[src/rtl/stopwatch_lap_core.sv]
// stopwatch_lap_core: BCD MM:SS.hh stopwatch with prescaler,
// up/down count, preset load and a circular lap-record buffer.
module stopwatch_lap_core #(
   parameter int          TICK_DIV = 500000,
   parameter int          LAP_AW   = 3,
   parameter logic [23:0] PRESET   = 24'h010000
) (
   input  logic              clk,
   input  logic              rst,
   input  logic              key_start,
   input  logic              key_clear,
   input  logic              key_load,
   input  logic              key_lap,
   input  logic              key_recall,
   input  logic              mode_down,
   output logic [23:0]       disp_out,
   output logic              running,
   output logic              view_mode,
   output logic [LAP_AW:0]   lap_count,
   output logic [LAP_AW-1:0] lap_idx,
   output logic              done,
   output logic              ovf
);

   localparam int LAP_DEPTH = 2 ** LAP_AW;
   localparam int PW = (TICK_DIV > 1) ? $clog2(TICK_DIV) : 1;

   typedef enum logic [1:0] {
      IDLE = 2'd0,
      RUN  = 2'd1,
      VIEW = 2'd2
   } state_t;

   state_t state_q, state_d;

   logic [PW-1:0]     presc_q;
   logic [23:0]       time_q;
   logic [23:0]       time_nx;
   logic [23:0]       disp_t;
   logic [23:0]       ram_q;
   logic              dir_q;
   logic [LAP_AW-1:0] wr_ptr;
   logic [LAP_AW-1:0] rd_addr;
   logic [23:0]       lap_ram [LAP_DEPTH];

   logic k_clr, k_start, k_load, k_lap, k_rec;
   logic tick, zero_hit, wrap_hit;
   logic clr_en, load_en, lap_en, run_en, view_en, step_en;

   // One BCD step of MM:SS.hh, rippling carry (up) or borrow (down).
   function automatic logic [23:0] bcd_step(
      input logic [23:0] t,
      input logic        down
   );
      logic [23:0] r;
      logic        c;
      logic [3:0]  d;
      logic [3:0]  mx;
      r = t;
      c = 1'b1;
      for (int i = 0; i < 6; i++) begin
         d  = t[4*i +: 4];
         mx = (i == 3 || i == 5) ? 4'd5 : 4'd9;
         if (c) begin
            if (down) begin
               if (d == 4'd0) begin
                  r[4*i +: 4] = mx;
                  c = 1'b1;
               end else begin
                  r[4*i +: 4] = d - 4'd1;
                  c = 1'b0;
               end
            end else begin
               if (d == mx) begin
                  r[4*i +: 4] = 4'd0;
                  c = 1'b1;
               end else begin
                  r[4*i +: 4] = d + 4'd1;
                  c = 1'b0;
               end
            end
         end
      end
      return r;
   endfunction

   // Fixed key priority: only the highest asserted key survives.
   assign k_clr   = key_clear;
   assign k_start = key_start & ~key_clear;
   assign k_load  = key_load & ~key_start & ~key_clear;
   assign k_lap   = key_lap & ~key_load & ~key_start & ~key_clear;
   assign k_rec   = key_recall & ~key_lap & ~key_load
                  & ~key_start & ~key_clear;

   assign tick     = (state_q == RUN) && (presc_q == PW'(TICK_DIV - 1));
   assign time_nx  = bcd_step(time_q, dir_q);
   assign zero_hit = tick && dir_q && (time_nx == 24'h0);
   assign wrap_hit = tick && !dir_q && (time_q == 24'h595999);

   assign rd_addr = wr_ptr - lap_count[LAP_AW-1:0] + lap_idx;

   assign running   = (state_q == RUN);
   assign view_mode = (state_q == VIEW);
   assign disp_out  = (state_q == VIEW) ? ram_q : disp_t;

   // Next state and per-state key actions.
   always_comb begin
      state_d = state_q;
      clr_en  = 1'b0;
      load_en = 1'b0;
      lap_en  = 1'b0;
      run_en  = 1'b0;
      view_en = 1'b0;
      step_en = 1'b0;
      unique case (state_q)
         IDLE: begin
            if (k_clr) begin
               clr_en = 1'b1;
            end else if (k_start) begin
               if (!(mode_down && time_q == 24'h0)) begin
                  state_d = RUN;
                  run_en  = 1'b1;
               end
            end else if (k_load) begin
               load_en = 1'b1;
            end else if (k_rec && lap_count != '0) begin
               state_d = VIEW;
               view_en = 1'b1;
            end
         end
         RUN: begin
            if (k_start) begin
               state_d = IDLE;
            end else if (k_lap) begin
               lap_en = 1'b1;
            end
            if (zero_hit) begin
               state_d = IDLE;
            end
         end
         VIEW: begin
            if (k_start || k_clr) begin
               state_d = IDLE;
            end else if (k_rec) begin
               step_en = 1'b1;
            end
         end
         default: state_d = IDLE;
      endcase
   end

   // State, prescaler, time, flags and lap bookkeeping.
   always_ff @(posedge clk) begin
      if (rst) begin
         state_q   <= IDLE;
         presc_q   <= '0;
         time_q    <= '0;
         disp_t    <= '0;
         dir_q     <= 1'b0;
         ovf       <= 1'b0;
         done      <= 1'b0;
         wr_ptr    <= '0;
         lap_count <= '0;
         lap_idx   <= '0;
      end else begin
         state_q <= state_d;
         disp_t  <= time_q;
         done    <= zero_hit;
         if (clr_en || load_en) begin
            presc_q <= '0;
         end else if (state_q == RUN) begin
            presc_q <= tick ? '0 : presc_q + PW'(1);
         end
         if (clr_en) begin
            time_q <= '0;
         end else if (load_en) begin
            time_q <= PRESET;
         end else if (tick) begin
            time_q <= time_nx;
         end
         if (clr_en || load_en) begin
            ovf <= 1'b0;
         end else if (wrap_hit) begin
            ovf <= 1'b1;
         end
         if (run_en) begin
            dir_q <= mode_down;
         end
         if (clr_en) begin
            wr_ptr    <= '0;
            lap_count <= '0;
         end else if (lap_en) begin
            wr_ptr <= wr_ptr + LAP_AW'(1);
            if (lap_count < (LAP_AW+1)'(LAP_DEPTH)) begin
               lap_count <= lap_count + (LAP_AW+1)'(1);
            end
         end
         if (view_en) begin
            lap_idx <= '0;
         end else if (step_en) begin
            if ({1'b0, lap_idx} == lap_count - (LAP_AW+1)'(1)) begin
               lap_idx <= '0;
            end else begin
               lap_idx <= lap_idx + LAP_AW'(1);
            end
         end
      end
   end

   // Lap RAM: write pre-tick time, synchronous read of the viewed entry.
   always_ff @(posedge clk) begin
      if (lap_en) begin
         lap_ram[wr_ptr] <= time_q;
      end
      ram_q <= lap_ram[rd_addr];
   end

endmodule

[config.mk]
export PLATFORM = sky130hd
export DESIGN_NAME = stopwatch_lap_core
export DESIGN_NICKNAME = d
export VERILOG_FILES = /design/src/rtl/stopwatch_lap_core.sv
export SDC_FILE = /design/constraint.sdc
export NUM_CORES = 1
export LEC_CHECK = 0
export BUFFER_PORTS_ARGS = -buffer_cell sky130_fd_sc_hd__buf_2
export CAP_MARGIN = 20
export CORE_ASPECT_RATIO = 2
export CORE_MARGIN = 1
export CORE_UTILIZATION = 55
export CTS_CLUSTER_DIAMETER = 200
export DETAILED_ROUTE_END_ITERATION = 8
export GPL_ROUTABILITY_DRIVEN = 0
export MAX_ROUTING_LAYER = met4
export PLACE_DENSITY_LB_ADDON = 0.2
export SLEW_MARGIN = 15
export SYNTH_ARGS = -nofsm -noshare
export SYNTH_HDL_FRONTEND = slang
export SYNTH_SLANG_ARGS = --single-unit
export TNS_END_PERCENT = 5
[constraint.sdc]
create_clock -name clk -period 7.4 [get_ports clk]
set_clock_uncertainty 0.05 [all_clocks]
set_input_delay 1.11 -clock clk [delete_from_list [all_inputs] [get_ports clk]]
set_output_delay 1.11 -clock clk [all_outputs]
set_load 0.01 [all_outputs]
==> Yosys cells after proc, flatten, opt, wreduce, memory -nomap -nowiden <==
Memories as Yosys holds them, arrays and structs flattened. A register that Yosys moved wholly into a read port is not among the register bits.
Index checks and enable logic that the tools add are counted.
{ "word_totals": {"output_inout_bits": 35, "mem_count": 1, "input_bits": 8, "ram_bits": 192, "regBits": 82, "elab_cells": 169} }
{ "op_classes": {"n_lt_le_gt_ge": 1, "reduce_logical": 27, "n_bitwise": 14, "muxes": 79, "n_addsub": 19, "n_eq_ne": 17} }
{ "mem_list": {"columns": ["name", "depth", "width", "read_ports", "rd_ports_with_merged_regs", "write_ports", "line", "rtl"], "rows": [
  ["lap_ram", 8, 24, 1, 1, 1, "44", "logic [23:0] lap_ram [LAP_DEPTH];"]
]} }
{ "ops": {"columns": ["op", "n"], "rows": [
  ["4-bit 2-to-1 mux", 23],
  ["24-bit logical NOT", 2],
  ["1-bit 2-to-1 mux", 42],
  ["17-bit 2-to-1 mux", 2],
  ["4-bit by 1-bit adder with 4-bit output, second input constant", 7],
  ["4-bit by 1-bit subtractor with 4-bit output, second input constant", 7],
  ["24-bit by 23-bit == test with 1-bit output, second input constant", 1],
  ["4-bit logical NOT", 6],
  ["24-bit 2-to-1 mux", 1],
  ["19-bit by 1-bit adder with 19-bit output, second input constant", 1],
  ["19-bit == test, second input constant", 1],
  ["19-bit 2-to-1 mux", 1],
  ["4-bit == test, second input constant", 4],
  ["2-bit 2-to-1 mux", 8],
  ["1-bit AND", 10],
  ["3-bit inequality test, second input constant", 3],
  ["4-bit by 3-bit == test with 1-bit output, second input constant", 2],
  ["1-bit logical AND", 7],
  ["3-bit by 1-bit adder with 3-bit output, second input constant", 2],
  ["2-bit one-hot mux with 3 select lines", 1],
  ["6-bit AND reduction", 1],
  ["2-bit OR reduction", 3],
  ["3-bit by 4-bit == test with 1-bit output", 1],
  ["4-bit < comparator, second input constant", 1],
  ["16 further kinds", 20]
]} }

==> Depth between registers and ports, before layout <==
Gate-level depths: netlist (run 1).
{ "logic_depth": {"word_depth": 12, "mapped_depth": 12, "mapped_depth_nobuf": 10} }

==> Worst setup path before layout (run 1) <==
Ideal clock, no wire load.
{ "synth_path": {"kind": "in2reg", "start": "input key_start", "end": "memory lap_ram[0][0], enable pin", "n_path_buf": 0, "cell_stages": 4, "arrival_time_ps": 3476, "setup_slack_ps": 3439, "cell_sequence": "nor3_1 -> and3_1 -> nand2_1 -> nor3_1"} }
{ "synth_via": {"elab_chain_cells": 8, "word_cells_on_any_way": 9, "classes_between": "mux: 5; bitwise: 4"} }
{ "synth_lines": {"columns": ["element", "line", "rtl"], "rows": [
  ["from (decl)", "10", "input logic key_start,"],
  ["1-bit inverter", "91", "assign k_lap = key_lap & ~key_load & ~key_start & ~key_clear;"],
  ["1-bit AND (2 in series)", "91", null],
  ["1-bit 2-to-1 mux", "134", "end else if (k_lap) begin"],
  ["1-bit 2-to-1 mux (*)", "132", "if (k_start) begin"],
  ["1-bit 2-to-1 mux (*)", "115", "unique case (state_q)"],
  ["1-bit 2-to-1 mux (*)", "212", "if (lap_en) begin"],
  ["1-bit 2-to-1 mux (implied by the code) (*)", "213", "lap_ram[wr_ptr] <= time_q;"],
  ["to (decl)", "44", null]
]} }
Mark *: on every way between the ends. The rest lies on a longest branch, timed or not.

==> Final worst setup path (run 1) <==
{ "layout_path": {"start": "register state_q[1]", "end": "output disp_out[13]"} }
{ "layout_via": {"elab_chain_cells": 2} }
{ "layout_lines": {"columns": ["element", "line", "rtl"], "rows": [
  ["from (decl)", "34", "state_t state_q, state_d;"],
  ["from (signal assigned)", "166", "state_q <= state_d;"],
  ["2-bit == test", "104", "assign disp_out = (state_q == VIEW) ? ram_q : disp_t;"],
  ["24-bit 2-to-1 mux", "104", null],
  ["to (decl)", "16", "output logic [23:0] disp_out,"]
]} }
Every way passes these cells.

==> results of run 1 <==
## metal layers
| metal | GRT usage | vias up |
|---|---|---|
| met2 | 0.4407 | 212 |
| met3 | 0.02556 | 53 |
| li1 | - | 3593 |
| met5 | - | - |
| met1 | 0.2861 | 3975 |
| met4 | 0.08978 | 0 |
## per-stage QoR
step	hold WS [ps]	setup WS, ps	cells	util	area [sq um]
CTS	429.2	3694	1267	0.6179	13990
global placement	415.8	3882	1219	0.5811	13160
floorplan	399.2	3439	942	-	12650
global route	438.8	3605	1268	0.6185	14000
finish	426.7	3775	1268	0.6185	14000
detailed placement	420.2	3824	1219	0.5811	13160
## tightest hold or removal path: cells and delay by family (launching register included)
family | cells | cell delay [ps]
flops | 1 | 330
compound gates | 1 | 50
simple gates | 1 | 60
## power groups by stage
stage | Sequential, W | Clock [W] | Combinational, W
floorplan | 0.00179 | 0 | 0.0000276
global placement | 0.00179 | 0 | 0.0000370
detailed placement | 0.00179 | 0 | 0.0000372
CTS | 0.00175 | 0.00135 | 0.0000372
global route | 0.00175 | 0.00140 | 0.0000418
finish | 0.00175 | 0.00132 | 0.0000384
## final timing paths
kind,start,end
worst max register to register,wr_ptr[1]$_SDFFE_PP0P_,ram_q[16]$_DFF_P_
worst min register to register,presc_q[1]$_SDFFE_PP0P_,presc_q[1]$_SDFFE_PP0P_
worst max-delay path,state_q[1]$_SDFFE_PP0P_,disp_out[13]
worst min-delay path,presc_q[1]$_SDFFE_PP0P_,presc_q[1]$_SDFFE_PP0P_
## synth_stat cells, types with 4 or more instances
cell type | instances | area [sq um]
nor2_1 | 74 | 277.8
xor2_1 | 20 | 175.2
buf_1 | 10 | 37.54
nor2b_1 | 26 | 162.7
nand2_1 | 59 | 221.5
o22ai_1 | 6 | 37.54
mux2_2 | 48 | 540.5
and4_1 | 4 | 35.03
nand4_1 | 12 | 75.07
nor3_1 | 17 | 85.08
edfxtp_1 | 192 | 5766
nand3b_1 | 4 | 30.03
or3_1 | 11 | 68.82
clkbuf_1 | 49 | 183.9
nand2b_1 | 10 | 62.56
a211oi_1 | 4 | 30.03
mux2i_1 | 8 | 80.08
a21oi_1 | 46 | 230.2
a22o_1 | 6 | 52.55
ha_1 | 8 | 100.1
o41ai_1 | 4 | 35.03
mux4_2 | 48 | 1081
a31oi_1 | 8 | 50.05
o21ai_0 | 40 | 200.2
nor4_1 | 6 | 37.54
inv_1 | 17 | 63.81
and3_1 | 6 | 37.54
xnor2_1 | 12 | 105.1
nand4b_1 | 4 | 35.03
or2_2 | 6 | 37.54
dfxtp_1 | 106 | 2122
nor3b_1 | 4 | 30.03
nand3_1 | 21 | 105.1
## kinds of logic after synthesis
group,Yosys count,share of synthesized area
and+or+nand+nor,282,0.1151
AOI/OAI and AO/OA,138,0.07010
muxes,104,0.1345
adders and majority gates,10,0.01107
buffers and inverters,78,0.02383
DFF,298,0.6233
xor gates and xnor gates,32,0.02215
## registers in the layout, summed over array words and instances (netlist names)
register	cells
state_q	2
dir_q	1
ovf	1
lap_ram	192
wr_ptr	3
presc_q	19
disp_t	24
ram_q	24
done	1
lap_count	4
time_q	24
lap_idx	3
## area by class of cell
class                   instances  area share
flip-flops and latches        298      0.5633
multi-input cells             566      0.3230
clock buffers                  34     0.04932
well taps                     280     0.02502
repair buffers                 59     0.02466
clock inverters                14     0.01018
inverters                      17    0.004556
==> impl_metrics.tcl, run 1 <==
set metrics [dict create \
    outcome "finished clean" \
    register_area_sq_um 7889 \
    postSynthNetCount 960 \
    clk_pin_slew_worst_paths_ps 70 \
    power_report.internal_total_w 0.002497 \
    initial_core_util 0.5589 \
    dieArea_sq_um 23660 \
    required_ps 6240 \
    dr_wl_met2_um 14660 \
    crit_chain "nor2b_4, mux2_2, buf_2" \
    root_buffer "clkbuf_16" \
    vias_in_the_first_global_route 7967 \
    timing_max_transition_violations_final 0 \
    vias 7833 \
    drt_first_pass_iters 5 \
    synth_top_flop_cell "edfxtp_1" \
    synth-seq-area-share 0.6233 \
    cts_tree "yes" \
    critical_path.n_buffers_inverters 1 \
    grt_setup_unrepaired "false" \
    timing.critical_path.slowest_stage_cell "nor2b_4" \
    timing.setup.tns_ps 0 \
    r2r.worst_path.cells 10 \
    drive_gt1_frac 0.2206 \
    postRouteWirelength_um 27180 \
    flow.area_growth_from_synthesis_pct 10.67 \
    core_area_sq_um 22640 \
    detailedPlacementHpwl_um 16710 \
    worst_hold_path_type "register to register" \
    cells_after_synthesis 942 \
    layout.nets 986 \
    ctsHtreeMaxLevel 1 \
    syn_area_sq_um 12650 \
    finalHoldViolCount 0 \
    power_frac_seq 0.564 \
    holdPathStages 2 \
    count_of_different_cell_masters_after_synthesis 61 \
    grt-ovfl-total 0 \
    total_routing_usage_gr 0.2485 \
    ys_ff_latch 298 \
    combinationalPowerShare 0.012 \
    max_slew.worst_pin.slew_ps 1032 \
    pin_count 43 \
    kind_of_cell_adding_the_most_delay_to_the_critical_path "simple AND/OR/NAND/NOR gates" \
    power_leakage_nw 4.748 \
    cts_setup_buffers 0 \
    cp-start-kind "register" \
    antenna_found_initial 0 \
    number_of_antenna_violating_nets_in_the_routed_design 0 \
    most_used_cells_in_the_layout_excluding_fill_and_tap_cells "edfxtp_1, dfxtp_1, nor2_1" \
    layout.cells.most_common "edfxtp_1" \
    dr.first_iter.drc_count 421 \
    postSynthAreaPerCell_sq_um 13.43 \
    max_freq_mhz 275.9 \
    route.detailed.drc 0 \
    post_cts_resized 0 \
    wl_met3_um 1127 \
    avgRoutedWirePerCell_um 21.44 \
    cts_inserted_buffers 26 \
    postCtsHoldBufs 0 \
    finalSetupViolations 0 \
    worstPathMaxFanout 26 \
    p_sw_w 0.0006110 \
    cell_depth_of_the_worst_setup_path 3 \
    endpoint_kind "output port" \
    via_per_inst 6.177 \
    wl_met1_um 10600 \
    vdd_drop_max_mv 0.1807 \
    filler_cell_count 1794 \
    swShare 0.1966 \
    layout_min_cycle_time_ps 3625 \
    synth_async_sr_flop_share 0 \
    timing.setup.critical_path_class "register to output port" \
    max_stage_delay_ps 860 \
    die_width_um 109.3 \
    totalPowerFinal_w 0.003108 \
    grt_max_degree 49 \
    timing.slew.headroom 0.3108 \
    ctsLongestPathBuffers 3 \
    port_buffers 42 \
    worst_ep_arrival_time_ps 2460 \
    post-route-period-util 0.4898 \
    num_antenna_cells 0 \
    fp.dieH_um 216.5 \
    reg2reg_setup_slack_ps 3840 \
    drv.max_cap_violation_count 0 \
    rows 78 \
    grt_pass1_wl_um 42720 \
    pwr-share-clk 0.424 \
    power-per-cell-area_nw_per_um2 222.0 \
    multi_input_area_sq_um 4523 \
    synth_enable_flop_cells 192 \
    warnings_from_yosys 0 \
    clk_latency_ps 540 \
    cts_sinks 298 \
    route.top_layer_used "met4" \
]
Power figures use the tool's default switching activity.
==> run 2: changes to the inputs <==
==> constraint.sdc (replaced) <==
create_clock -name clk -period 3.31 [get_ports clk]
set_clock_uncertainty 0.05 [all_clocks]
set_input_delay 0.4965 -clock clk [delete_from_list [all_inputs] [get_ports clk]]
set_output_delay 0.4965 -clock clk [all_outputs]
set_load 0.01 [all_outputs]
==> impl_metrics.tcl, run 2 (synthesis gave the netlist of run 1 again) <==
set metrics [dict create \
    worst_hold_slack_ps 186.4 \
    grt_setup_unrepaired "false" \
    power_leakage_nw 4.914 \
    worst_ep_arrival_time_ps 3540 \
    core_area_sq_um 22640 \
    vias 7893 \
    timing.critical_path.slowest_stage_cell "fa_1" \
    timing.setup.tns_ps 0 \
    drv.max_cap_violation_count 0 \
    cts_setup_buffers 0 \
    largest-register "lap_ram" \
    required_ps 3690 \
    cts_sinks 298 \
    die_width_um 109.3 \
    max_freq_mhz 316.4 \
    postRouteWirelength_um 27610 \
    max_stage_delay_ps 500 \
    total_routing_usage_gr 0.2539 \
    dr.first_iter.drc_count 436 \
    worstPathMaxFanout 48 \
    worst_hold_path_type "primary input to register" \
    timing.slew.headroom 0.5065 \
    cts_tree "yes" \
    kind_of_cell_adding_the_most_delay_to_the_critical_path "adder cells" \
    ctsHtreeMaxLevel 1 \
    grt_pass1_wl_um 43370 \
    rows 78 \
    finalSetupViolations 0 \
    grt_max_degree 49 \
    via_per_inst 6.067 \
    num_antenna_cells 0 \
    clk_latency_ps 540 \
    detailedPlacementHpwl_um 17570 \
    clk_pin_slew_worst_paths_ps 70 \
    dieArea_sq_um 23660 \
    layout.cells.most_common "edfxtp_1" \
    route.detailed.drc 0 \
    layout_min_cycle_time_ps 3161 \
    endpoint_kind "register" \
    initial_core_util 0.5589 \
    max_slew.worst_pin.slew_ps 738.7 \
    layout.nets 1019 \
    port_buffers 42 \
    grt-ovfl-total 0 \
    flow.area_growth_from_synthesis_pct 12.90 \
    vdd_drop_max_mv 0.4988 \
    drive_gt1_frac 0.2429 \
    fin_area_sq_um 14290 \
    most_used_cells_in_the_layout_excluding_fill_and_tap_cells "edfxtp_1, dfxtp_1, nor2_1" \
    drt_first_pass_iters 5 \
    post-route-worst-setup-slack_ps 149.2 \
    postCtsHoldBufs 0 \
    largest_register_ffs 192 \
    cts_inserted_buffers 26 \
    place_area_sq_um 13470 \
    critical_path.n_buffers_inverters 3 \
    finalHoldViolCount 0 \
    avgRoutedWirePerCell_um 21.22 \
    timing.setup.critical_path_class "register to register" \
    pin_count 43 \
    setup_ws_pre_cts_ps 198.3 \
    antenna_found_initial 0 \
    filler_cell_count 1755 \
    number_of_antenna_violating_nets_in_the_routed_design 0 \
    root_buffer "clkbuf_16" \
    outcome "finished clean" \
    timing_max_transition_violations_final 0 \
    power-per-cell-area_nw_per_um2 486.2 \
    post_cts_resized 0 \
    fp.dieH_um 216.5 \
    post-route-period-util 0.9549 \
    cp-start-kind "register" \
    ctsLongestPathBuffers 3 \
    crit_chain "inv_1, fa_1, inv_1, fa_1, xor2_1, xnor2_1, xnor2_2, buf_12, mux4_2, mux2_2" \
    vias_in_the_first_global_route 8164 \
    fin_util 0.6310 \
]
## run 2: cell count changes in the layout (fill, tap and decap cells not counted), sizes merged
cell / previous run / this run
inv: 17 / 18
clkinvlp: 1 / 0
buf: 59 / 92
## run 2: metrics by stage
stage	power, W	instances
floorplan	0.004057	942
detailed placement	0.004090	1253
global route	0.007130	1301
CTS	0.006985	1301
global placement	0.004089	1253
finish	0.006946	1301
## run 2: metal layers
layer,wire length (um),global-route usage
met1,10090,0.2870
met5,0,-
met2,15100,0.4447
met3,1303,0.02647
met4,1114,0.1147
## run 2: worst paths after layout
kind / from / endpoint / slack [ps] / depth (start not counted)
worst max register to register: lap_idx[1]$_SDFFE_PP0P_ / ram_q[20]$_DFF_P_ / 150 / 10
worst min register to register: presc_q[1]$_SDFFE_PP0P_ / presc_q[1]$_SDFFE_PP0P_ / 430 / 2
worst max-delay path: lap_idx[1]$_SDFFE_PP0P_ / ram_q[20]$_DFF_P_ / 150 / 10
worst min-delay path: mode_down / dir_q$_SDFFE_PP0P_ / 190 / 3
## run 2: worst reg2reg max path: cells and delay by family (launching register included)
kind / cells / cell delay [ps]
XOR/XNOR: 3 / 640
adder cells (fa/ha/maj): 2 / 930
buffers and inverters: 3 / 420
multiplexers: 2 / 680
flip-flops: 1 / 340
## run 2: power breakdown
part           internal (W)  leakage (nW)  switching [W]
registers           0.00391          2.64     0.00000419
logic             0.0000321          1.87      0.0000607
clock network       0.00163         0.403        0.00130
total               0.00558          4.91        0.00137
## run 2: area by class of cell
class | count | area (sq um) | area share
Clock buffer | 34 | 690.7 | 0.04834
Clock inverter | 14 | 128.9 | 0.009020
Inverter | 17 | 63.81 | 0.004466
Multi-Input combinational cell | 566 | 4529 | 0.3170
Sequential cell | 298 | 7889 | 0.5521
Tap cell | 280 | 350.3 | 0.02452
Timing Repair Buffer | 92 | 635.6 | 0.04449
==> run 3: changes to the inputs <==
==> constraint.sdc (replaced) <==
create_clock -name clk -period 3.13 [get_ports clk]
set_clock_uncertainty 0.05 [all_clocks]
set_input_delay 0.4695 -clock clk [delete_from_list [all_inputs] [get_ports clk]]
set_output_delay 0.4695 -clock clk [all_outputs]
set_load 0.01 [all_outputs]
==> impl_metrics.tcl, run 3 (synthesis gave the netlist of run 1 again) <==
set metrics [dict create \
    via_per_inst 6.000 \
    worstReg2RegStart "lap_idx[1]$_SDFFE_PP0P_" \
    finalSetupViolations 0 \
    route.detailed.drc 0 \
    grt-ovfl-total 0 \
    most_used_cells_in_the_layout_excluding_fill_and_tap_cells "edfxtp_1, dfxtp_1, nor2_1" \
    drive_gt1_frac 0.2612 \
    timing.critical_path.slowest_stage_cell "fa_1" \
    avgRoutedWirePerCell_um 21.30 \
    worst_hold_path_type "primary input to register" \
    fp.dieH_um 216.5 \
    die_width_um 109.3 \
    crit_chain "inv_1, fa_1, inv_1, fa_2, xor2_2, xnor2_2, xnor2_2, buf_6, buf_12, mux4_2, mux2_2" \
    cts_tree "yes" \
    cp-start-kind "register" \
    dieArea_sq_um 23660 \
    rows 78 \
    port_buffers 42 \
    timing_max_transition_violations_final 0 \
    post-route-period-util 0.9541 \
    kind_of_cell_adding_the_most_delay_to_the_critical_path "adder cells" \
    totalPowerFinal_w 0.007358 \
    clk_latency_ps 530 \
    initial_core_util 0.5589 \
    drt_first_pass_iters 7 \
    layout_min_cycle_time_ps 2986 \
    worstPathMaxFanout 11 \
    postRouteWirelength_um 27900 \
    dr.first_iter.drc_count 512 \
    largest-register "lap_ram" \
    vias_in_the_first_global_route 7980 \
    timing.setup.tns_ps 0 \
    max_freq_mhz 334.9 \
    total_routing_usage_gr 0.2495 \
    pin_count 43 \
    fin_area_sq_um 14450 \
    max_stage_delay_ps 500 \
    vias 7860 \
    numPlacedInstances 1261 \
    timing.critical_path.to "ram_q[19]$_DFF_P_" \
    power_leakage_nw 5.015 \
    ctsLongestPathBuffers 3 \
    outcome "finished clean" \
    postCtsHoldBufs 0 \
    drv.max_cap_violation_count 0 \
    cell_depth_of_the_worst_setup_path 11 \
    detailedPlacementHpwl_um 17680 \
    root_buffer "clkbuf_16" \
    place_area_sq_um 13540 \
    ctsHtreeMaxLevel 1 \
    critical_path.startpoint "lap_idx[1]$_SDFFE_PP0P_" \
    vdd_drop_max_mv 0.4561 \
    antenna_found_initial 0 \
    max_slew.worst_pin.slew_ps 608.6 \
    finalHoldViolCount 0 \
    required_ps 3500 \
    timing.slew.headroom 0.5937 \
    r2r.worst_path.cells 11 \
    layout.cells.non_filler 1310 \
    layout.nets 1030 \
    flow.area_growth_from_synthesis_pct 14.15 \
    endpoint_of_the_worst_slack_reg_to_reg_timing_path "ram_q[19]$_DFF_P_" \
    endpoint_kind "register" \
    cts_inserted_buffers 25 \
    reg2reg_setup_slack_ps 140 \
    timing.setup.critical_path_class "register to register" \
    largest_register_ffs 192 \
    grt_max_degree 31 \
    clk_pin_slew_worst_paths_ps 70 \
    grt_pass1_wl_um 42680 \
    power-per-cell-area_nw_per_um2 509.4 \
    grt_setup_unrepaired "false" \
    layout.cells.most_common "edfxtp_1" \
    cts_sinks 298 \
    num_antenna_cells 0 \
    filler_cell_count 1701 \
    number_of_antenna_violating_nets_in_the_routed_design 0 \
    core_area_sq_um 22640 \
    worst_ep_arrival_time_ps 3350 \
    critical_path.n_buffers_inverters 4 \
]
run 3: power breakdown:
| group | internal [W] | leakage, nW | switching, W |
|---|---|---|---|
| sequential | 0.00413 | 2.64 | 0.00000317 |
| clock | 0.00173 | 0.407 | 0.00139 |
| combinational | 0.0000364 | 1.97 | 0.0000662 |
run 3: tightest hold or removal path: stages:
cell and delay (ps):
buf_2 120, mux2i_1 70, nor2_1 70
run 3: area by class of cell:
class                           count  area (sq um)  area share
Inverter                           17         63.81    0.004417
Clock buffer                       27         633.1     0.04383
Tap cell                          280         350.3     0.02425
Timing Repair Buffer              104         777.0     0.05379
Multi-Input combinational cell    566          4547      0.3148
Sequential cell                   298          7889      0.5461
Clock inverter                     18         185.2     0.01282
run 3: how the worst min path moves through the flow:
stage,startpoint,endpoint,slack (ps),cells past startpoint
2_1_floorplan,presc_q[1]$_SDFFE_PP0P_,presc_q[1]$_SDFFE_PP0P_,400,2
3_3_place_gp,presc_q[1]$_SDFFE_PP0P_,presc_q[1]$_SDFFE_PP0P_,420,2
3_5_place_dp,presc_q[1]$_SDFFE_PP0P_,presc_q[1]$_SDFFE_PP0P_,430,2
4_1_cts,mode_down,dir_q$_SDFFE_PP0P_,180,3
5_1_grt,mode_down,dir_q$_SDFFE_PP0P_,240,3
6_report,mode_down,dir_q$_SDFFE_PP0P_,200,3
run 3: per-stage QoR:
step / util / hold slack (ps) / setup slack [ps]
after floorplan: - / 399.2 / -175.5
after global placement: 0.5980 / 418.0 / 158.6
after detailed placement: 0.5980 / 426.9 / 81.42
after CTS: 0.6342 / 182.5 / 82.43
after global routing: 0.6380 / 235.3 / 35.20
final: 0.6380 / 195.8 / 143.7
run 3: per-layer routing:
metal | wire length (um) | GRT usage | part of all wire | vias up
met5 | 0 | - | 0 | -
met4 | 803 | 0.1022 | 0.029 | 0
li1 | - | - | - | 3676
met3 | 1124 | 0.02406 | 0.040 | 50
met1 | 10480 | 0.2875 | 0.38 | 3921
met2 | 15490 | 0.4377 | 0.56 | 213
run 3: timing repair:
| item | CTS | global route |
|---|---|---|
| resized for setup | 0 | 4 |
| endpoints found under the setup margin | 0 | 11 |
| buffers inserted | 0 | 2 |
